$ cat src/rtl/seq_detect_param_pkg.sv
// Shared defaults and helpers for the programmable serial sequence detector.
// The reset configuration reproduces the legacy overlapping "101" detector.
package seq_detect_param_pkg;

    localparam logic [31:0] DEF_PATTERN = 32'b101;
    localparam int          DEF_LEN     = 3;
    localparam logic        DEF_OVERLAP = 1'b1;

    typedef enum logic [1:0] {
        FILL_EMPTY,
        FILL_FILLING,
        FILL_ARMED
    } fill_state_e;

    function automatic int len_w(input int max_len);
        return $clog2(max_len + 1);
    endfunction

endpackage

$ cat src/rtl/seq_detect_param_sat_counter.sv
// Saturating up-counter with a synchronous clear that wins over increment.
module seq_sat_counter #(
    parameter int CNT_W = 8
) (
    input  logic             i_clk,
    input  logic             i_rst_n,
    input  logic             i_inc,
    input  logic             i_clr,
    output logic [CNT_W-1:0] o_count
);

    logic [CNT_W-1:0] r_count;

    always_ff @(posedge i_clk or negedge i_rst_n) begin
        if (!i_rst_n) begin
            r_count <= '0;
        end else if (i_clr) begin
            r_count <= '0;
        end else if (i_inc && (r_count != '1)) begin
            r_count <= r_count + CNT_W'(1);
        end
    end

    assign o_count = r_count;

endmodule

$ cat src/rtl/seq_detect_param.sv
// Runtime-programmable serial bit-sequence detector with valid qualifier,
// overlap control, saturating match counter and optional registered output.
module seq_detect_param
    import seq_detect_param_pkg::*;
#(
    parameter int MAX_LEN        = 8,
    parameter int CNT_W          = 8,
    parameter bit REGISTERED_OUT = 1'b0
) (
    input  logic                       clk,
    input  logic                       reset,
    input  logic                       in_valid,
    input  logic                       in,
    input  logic                       cfg_load,
    input  logic [MAX_LEN-1:0]         cfg_pattern,
    input  logic [len_w(MAX_LEN)-1:0]  cfg_len,
    input  logic                       cfg_overlap,
    input  logic                       count_clear,
    output logic                       out,
    output logic [CNT_W-1:0]           match_count,
    output logic                       cfg_ok
);

    localparam int                 LEN_W     = len_w(MAX_LEN);
    localparam logic [MAX_LEN-1:0] L_DEF_PAT = MAX_LEN'(DEF_PATTERN);
    localparam logic [LEN_W-1:0]   L_DEF_LEN = LEN_W'(DEF_LEN);
    localparam logic [LEN_W-1:0]   L_MAX_LEN = LEN_W'(MAX_LEN);

    logic [MAX_LEN-1:0] r_pattern;
    logic [LEN_W-1:0]   r_len;
    logic               r_overlap;
    logic               r_cfg_ok;
    // Only MAX_LEN-1 history bits are kept: the live input bit completes the window.
    logic [MAX_LEN-2:0] r_hist;
    logic [LEN_W-1:0]   r_fill;

    logic [MAX_LEN-1:0] w_window;
    logic [MAX_LEN-1:0] w_bit_ok;
    logic               w_eq;
    logic               w_accept;
    logic               w_cfg_len_ok;
    logic               w_last_fill;
    logic               w_fill_ok;
    logic               w_match;
    logic [LEN_W-1:0]   w_fill_inc;
    fill_state_e        w_state;

    assign w_accept     = in_valid & ~cfg_load;
    assign w_window     = {r_hist, in};
    assign w_cfg_len_ok = (cfg_len >= LEN_W'(2)) && (cfg_len <= L_MAX_LEN);

    genvar gi;
    generate
        for (gi = 0; gi < MAX_LEN; gi++) begin : g_cmp
            assign w_bit_ok[gi] = (LEN_W'(gi) >= r_len) || (w_window[gi] == r_pattern[gi]);
        end
    endgenerate

    assign w_eq = &w_bit_ok;

    always_comb begin
        w_state = FILL_EMPTY;
        if (r_fill != '0) begin
            w_state = (r_fill < r_len) ? FILL_FILLING : FILL_ARMED;
        end
    end

    // The incoming bit counts toward the window, so one short of len is enough.
    assign w_last_fill = (({1'b0, r_fill} + (LEN_W+1)'(1)) == {1'b0, r_len});
    assign w_fill_ok   = (w_state == FILL_ARMED) || w_last_fill;
    assign w_match     = w_accept & r_cfg_ok & w_fill_ok & w_eq;
    assign w_fill_inc  = (r_fill == L_MAX_LEN) ? r_fill : r_fill + LEN_W'(1);

    always_ff @(posedge clk or negedge reset) begin
        if (!reset) begin
            r_pattern <= L_DEF_PAT;
            r_len     <= L_DEF_LEN;
            r_overlap <= DEF_OVERLAP;
            r_cfg_ok  <= 1'b1;
            r_hist    <= '0;
            r_fill    <= '0;
        end else if (cfg_load) begin
            r_pattern <= cfg_pattern;
            r_len     <= cfg_len;
            r_overlap <= cfg_overlap;
            r_cfg_ok  <= w_cfg_len_ok;
            r_hist    <= '0;
            r_fill    <= '0;
        end else if (w_accept) begin
            r_hist <= w_window[MAX_LEN-2:0];
            r_fill <= (w_match && !r_overlap) ? '0 : w_fill_inc;
        end
    end

    generate
        if (REGISTERED_OUT) begin : g_reg_out
            logic r_out;
            always_ff @(posedge clk or negedge reset) begin
                if (!reset) begin
                    r_out <= 1'b0;
                end else begin
                    r_out <= w_match;
                end
            end
            assign out = r_out;
        end else begin : g_comb_out
            assign out = w_match;
        end
    endgenerate

    seq_sat_counter #(
        .CNT_W (CNT_W)
    ) u_cnt (
        .i_clk   (clk),
        .i_rst_n (reset),
        .i_inc   (w_match),
        .i_clr   (count_clear),
        .o_count (match_count)
    );

    assign cfg_ok = r_cfg_ok;

endmodule

$ cat config.mk
export PLATFORM = sky130hd
export DESIGN_NAME = seq_detect_param
export DESIGN_NICKNAME = d
export VERILOG_FILES = /design/src/rtl/seq_detect_param_pkg.sv /design/src/rtl/seq_detect_param_sat_counter.sv /design/src/rtl/seq_detect_param.sv
export SDC_FILE = /design/constraint.sdc
export NUM_CORES = 1
export LEC_CHECK = 0
export CORE_ASPECT_RATIO = 0.7
export CORE_MARGIN = 2
export CORE_UTILIZATION = 50
export CTS_BUF_LIST = sky130_fd_sc_hd__clkbuf_4
export DETAILED_ROUTE_END_ITERATION = 16
export GPL_ROUTABILITY_DRIVEN = 0
export PLACE_DENSITY = 0.87
export SLEW_MARGIN = 20
export SYNTH_ARGS = -nofsm -noshare
export SYNTH_HDL_FRONTEND = slang
export SYNTH_SLANG_ARGS = --single-unit
$ cat constraint.sdc
create_clock -name clk -period 2.7 [get_ports clk]
set_input_delay 0.405 -clock clk [delete_from_list [all_inputs] [get_ports clk]]
set_output_delay 0.405 -clock clk [all_outputs]
set_load 0.01 [all_outputs]
# == Word-level counts from Yosys, hierarchy flattened ==
# Index checks and enable logic that the tools add are counted.
# word_totals
register_bits,33
latchBits,0
ram_bits,0
romBits,0
in_bits,19
word_cells,67
n_memories,0
# classes
add_sub_neg,3
mul,0
div_mod_pow,0
n_lt_le_gt_ge,11
eq_ne,13
shifts,0
n_mux,10
bitwise,5
n_reduce_logical,18
# ops
cell,n
$ge A3 B4 Y1 const A,4
$mux W4,4
$mux W8,2
$mux W7,2
$logic_or A1 B1 Y1,9
$add A8 B1 Y8 const B,1
$eq A1 B1 Y1,8
$ge A1 B4 Y1 const A,2
$ge A2 B4 Y1 const A,2
$ne A8 B8 Y1 const B,1
$reduce_and A8 Y1,1
$add A4 B1 Y5 const B,1
$eq A5 B4 Y1,1
$add A4 B1 Y4 const B,1
$and A1 B1 Y1,4
$eq A4 B4 Y1 const B,1
$ge A4 B2 Y1 const B,1
$le A4 B4 Y1 const B,1
$lt A4 B4 Y1,1
$mux W2,2
$reduce_bool A2 Y1,2
$reduce_bool A4 Y1,1
$logic_and A1 B1 Y1,3
$ne A3 B2 Y1 const B,1
4 further kinds,4

# == Logic depth before layout (Yosys ltp) ==
# depth
depth_word,11
ltp_mapped,10

# == Modules after synthesis ==
# Synthesis repeated with hierarchy kept, for this count alone.
# unflattened
cells_unflattened,185
hier_area_um2,1900.6
# by_module_without_submodules
module,n_inst,cells_per_inst,area_per_inst_um2
seq_detect_param,1,136,1436.4
seq_sat_counter,1,49,464.2

# == Worst setup path after synthesis ==
# No wires, ideal clock.
# synth_timing
path_kind,register to output
from,register r_len[1]
to,output port out
arrival_time_ns,1.905
slack_ns,0.390
path_stages_with_launch,10
n_path_buf,2
cell_sequence,dfstp_2 buf_2 inv_1 ha_1 nor2b_1 o211ai_1 a21oi_1 o2111ai_4 buf_2 nor2_1
# synth_via
elab_chain_cells,7
word_cells_on_any_way,25
cone_classes,9 x order compare; 2 x eq/ne; 2 x mux; 2 x bitwise; 10 x reduce/logical
# synth_lines
item,line,source
start: declaration,seq_detect_param.sv:30,logic [LEN_W-1:0] r_len;
start signal: assignment,seq_detect_param.sv:84,r_len <= cfg_len;
$lt A4 B4 Y1,seq_detect_param.sv:64,w_state = (r_fill < r_len) ? FILL_FILLING : FILL_ARMED;
$mux W2,seq_detect_param.sv:64,
$mux W2,seq_detect_param.sv:63,if (r_fill != '0) begin
$eq A2 B2 Y1,seq_detect_param.sv:70,assign w_fill_ok = (w_state == FILL_ARMED) || w_last_fill;
$logic_or A1 B1 Y1,seq_detect_param.sv:70,
$and A1 B1 Y1,seq_detect_param.sv:71,assign w_match = w_accept & r_cfg_ok & w_fill_ok & w_eq;
$and A1 B1 Y1 (*),seq_detect_param.sv:71,
end: declaration,seq_detect_param.sv:19,"output logic out,"
# Every way passes the cells marked *; elsewhere a longest branch is shown, timed or not.

# == Final worst setup path ==
# layout_timing
from,register r_fill[1]
to,output port out
# layout_via
elab_chain_cells,7
word_cells_on_any_way,10
cone_classes,1 x add/sub; 1 x order compare; 2 x eq/ne; 2 x mux; 2 x bitwise; 2 x reduce/logical
# layout_lines
item,line,source
start: declaration,seq_detect_param.sv:35,logic [LEN_W-1:0] r_fill;
start signal: assignment,seq_detect_param.sv:91,r_fill <= (w_match && !r_overlap) ? '0 : w_fill_inc;
$lt A4 B4 Y1,seq_detect_param.sv:64,
$mux W2,seq_detect_param.sv:64,
$mux W2,seq_detect_param.sv:63,
$eq A2 B2 Y1,seq_detect_param.sv:70,
$logic_or A1 B1 Y1 (*),seq_detect_param.sv:70,
$and A1 B1 Y1 (*) (2 in series),seq_detect_param.sv:71,
# Marked as above.

==> results.sh <==
export IMPL_wirelength_um=3790
export IMPL_maxSlewViolCount=0
export IMPL_drc=0
export IMPL_hpwl_um=2760
export IMPL_core_area_mm2=0.00358
export IMPL_wire_per_inst_um=14.1
export IMPL_rr_startpoint="r_fill[1]$_DFFE_PN0P_"
export IMPL_path_buf_inv=2
export IMPL_fin_crit_sh=0.948
export IMPL_skew_ns=0.00778
export IMPL_fin_ws_ns=0.139
export IMPL_nets=244
export IMPL_drtPass1Iterations=4
export IMPL_drt_iter0_markers=51
export IMPL_fin_util=0.662
export IMPL_synth_area_per_cell_um2=10.5
export IMPL_clk_pin_slew_ns=0.10
export IMPL_clk_path_buf_depth=2
export IMPL_tightest_slew_ns=0.596
export IMPL_grt_max_degree=34
export IMPL_finalSetupViolations=0
export IMPL_cpLargestDelayFamily="simple AND/OR/NAND/NOR gates"
export IMPL_syn_nets=208
export IMPL_synth_area_mm2=0.00191
export IMPL_cp_required_ns=2.30
export IMPL_critPathMaxStageDelay_ns=0.43
export IMPL_final_cell_mix="clkdlybuf4s50_1, dfrtp_1, nor2_1"
export IMPL_die_w_um=77.8
export IMPL_track_usage=0.190
export IMPL_overflow=0
export IMPL_portBuffers=28
export IMPL_end_kind="primary output"
export IMPL_synth_flop_cell="dfrtp_1"
export IMPL_cts_tree="done"
export IMPL_worstHoldPathType="input pin to asynchronous set/reset pin"
export IMPL_synthArstFlopShare=1.00
export IMPL_yosysWarnings=0
export IMPL_cts_htree_levels=2
export IMPL_peakVddDrop_uv=377
export IMPL_fin_crit_ns=2.56
export IMPL_placed_area_mm2=0.00223
export IMPL_clk_latency_ns=0.34
export IMPL_path_class="register to primary output"
export IMPL_tns_ns=0
export IMPL_final_area_mm2=0.00237
export IMPL_cts_hold_buf=0
export IMPL_startpoint="r_fill[1]$_DFFE_PN0P_"
export IMPL_powerDensity_mw_per_mm2=478
export IMPL_ys_ff_latch=33
export IMPL_rsz0062_at_grt="no"
export IMPL_maxCapViolCount=0
export IMPL_synth_distinct_cells=42
export IMPL_cp_max_fo=5
export IMPL_grt_pass1_vias=1384
export IMPL_final_common_cell="clkdlybuf4s50_1"
export IMPL_dieHeight_um=55.7
export IMPL_crit_arrival_ns=2.16
export IMPL_initial_utilization=0.533
export IMPL_crit_chain="inv_1 > ha_1 > xnor2_1 > nand2_1 > nor3_2 > o2111ai_4 > nor2_1 > clkdlybuf4s15_1"
export IMPL_area_growth_pct=24.3
export IMPL_num_antenna_cells=0
export IMPL_io_pins=29
export IMPL_synth_edf_count=0
export IMPL_final_hold_viol_count=0
export IMPL_slowest_stage="dfrtp_2"
export IMPL_die_area_mm2=0.00433
export IMPL_antenna_found_initial=0
export IMPL_outcome="finished clean"
export IMPL_cts_made_buffers=5
export IMPL_vias=1465
export IMPL_worstSetupStartpointType="register"
export IMPL_post_place_ws_ns=0.109
export IMPL_grt_first_pass_wirelength_um=6390
export IMPL_p_leak_nw=0.962
export IMPL_netlist_instances=182
export IMPL_via_per_inst=5.45
export IMPL_ys_seq_area_frac=0.437
export IMPL_drive_above_1_share=0.224
export IMPL_clock_fmax_mhz=391
export IMPL_ant_nets=0
export IMPL_cts_sinks=33
export IMPL_max_slew_margin=0.602
export IMPL_clockRootBuffer="clkbuf_4"
export IMPL_num_rows=18
where the power goes:
| group | leakage [nW] | total (mW) | switching, mW | internal (mW) |
|---|---|---|---|---|
| Sequential | 0.418 | 0.554 | 0.0274 | 0.527 |
| Clock | 0.0389 | 0.368 | 0.176 | 0.192 |
| Combinational | 0.505 | 0.213 | 0.103 | 0.110 |
| Total | 0.962 | 1.13 | 0.307 | 0.828 |
per-stage QoR:
stage	power (mW)	hold slack, ns	instances
global placement	0.756	0.490	255
detailed placement	0.762	0.500	255
CTS	1.13	0.450	265
floorplan	0.692	0.109	182
global route	1.19	0.468	269
finish	1.13	0.446	269
flip-flops by register name (all words and copies together) (netlist names):
register,count
r_pattern,8
r_len,4
cfg_ok,1
u_cnt.o_count,8
r_hist,7
r_overlap,1
r_fill,4
worst reg2reg max path: cells and delay by family, from the launching register on:
family | cells | cell delay (ns)
fa+ha+maj | 1 | 0.31
flops | 1 | 0.43
compound gates | 2 | 0.31
buf+inv | 2 | 0.27
xor+xnor | 1 | 0.17
simple gates | 3 | 0.82
logic make-up (layout without fill, tap and decap cells):
family,count (synthesis),count (layout),share of synthesized area
muxes,18,18,0.101
buffers and inverters,17,54,0.0433
adders and majority gates,7,7,0.0459
AOI/OAI and AO/OA,35,35,0.140
xor gates and xnor gates,15,15,0.0688
DFF,33,33,0.437
and+or+nand+nor,57,57,0.164
Yosys cell counts (2+ instances only):
library cell,instances,share of area
or3_1,3,0.0098
xnor2_1,11,0.050
mux2_2,10,0.059
buf_2,3,0.0079
buf_1,2,0.0039
dfrtp_1,27,0.35
buf_6,2,0.012
nor3b_1,2,0.0079
and3_1,2,0.0066
ha_1,7,0.046
nor2_1,13,0.026
nand3b_1,2,0.0079
dfstp_2,6,0.083
or4_1,4,0.016
nand4_1,5,0.016
a21oi_2,2,0.0092
clkbuf_1,3,0.0059
a21oi_1,10,0.026
o22ai_1,2,0.0066
nor4_1,2,0.0066
mux2i_1,8,0.042
nand2_1,10,0.020
o21ai_0,7,0.018
nand3_1,4,0.010
o31ai_1,4,0.016
nor3_1,5,0.013
a31oi_1,2,0.0066
xor2_1,4,0.018
inv_1,7,0.014
cell type report:
cell class                 instances  area [um^2]
multi-input combinational        132         1010
fill                             263         1210
clock buffer                       5         37.5
timing repair buffer              39          363
tap                               50         62.6
sequential                        33          836
inverter                           7         26.3
clock inverter                     3         41.3
metal layers:
metal,GRT usage,part of all wire
met4,0.0918,0.018
met2,0.271,0.45
met1,0.267,0.47
met5,0,0
met3,0.0503,0.062
repair_timing:
| item | CTS | global route |
|---|---|---|
| gates resized for setup | 4 | 4 |
| setup buffers | 2 | 4 |
| setup endpoints to repair | 1 | 1 |
| pin swaps | 0 | 1 |
path summary, 6_finish.rpt:
| kind | depth (start not counted) | slack, ns | end |
|---|---|---|---|
| max | 8 | 0.14 | out |
| min | 2 | 0.45 | u_cnt.o_count[3]$_DFFE_PN0P_ |
| max reg2reg | 9 | 0.31 | u_cnt.o_count[4]$_DFFE_PN0P_ |
| min reg2reg | 2 | 0.51 | cfg_ok$_DFFE_PN1P_ |
| max in group asynchronous | 2 | 1.93 | r_overlap$_DFFE_PN1P_ |
| min in group clk | 2 | 0.51 | cfg_ok$_DFFE_PN1P_ |
(Power assumes the default switching activity.)
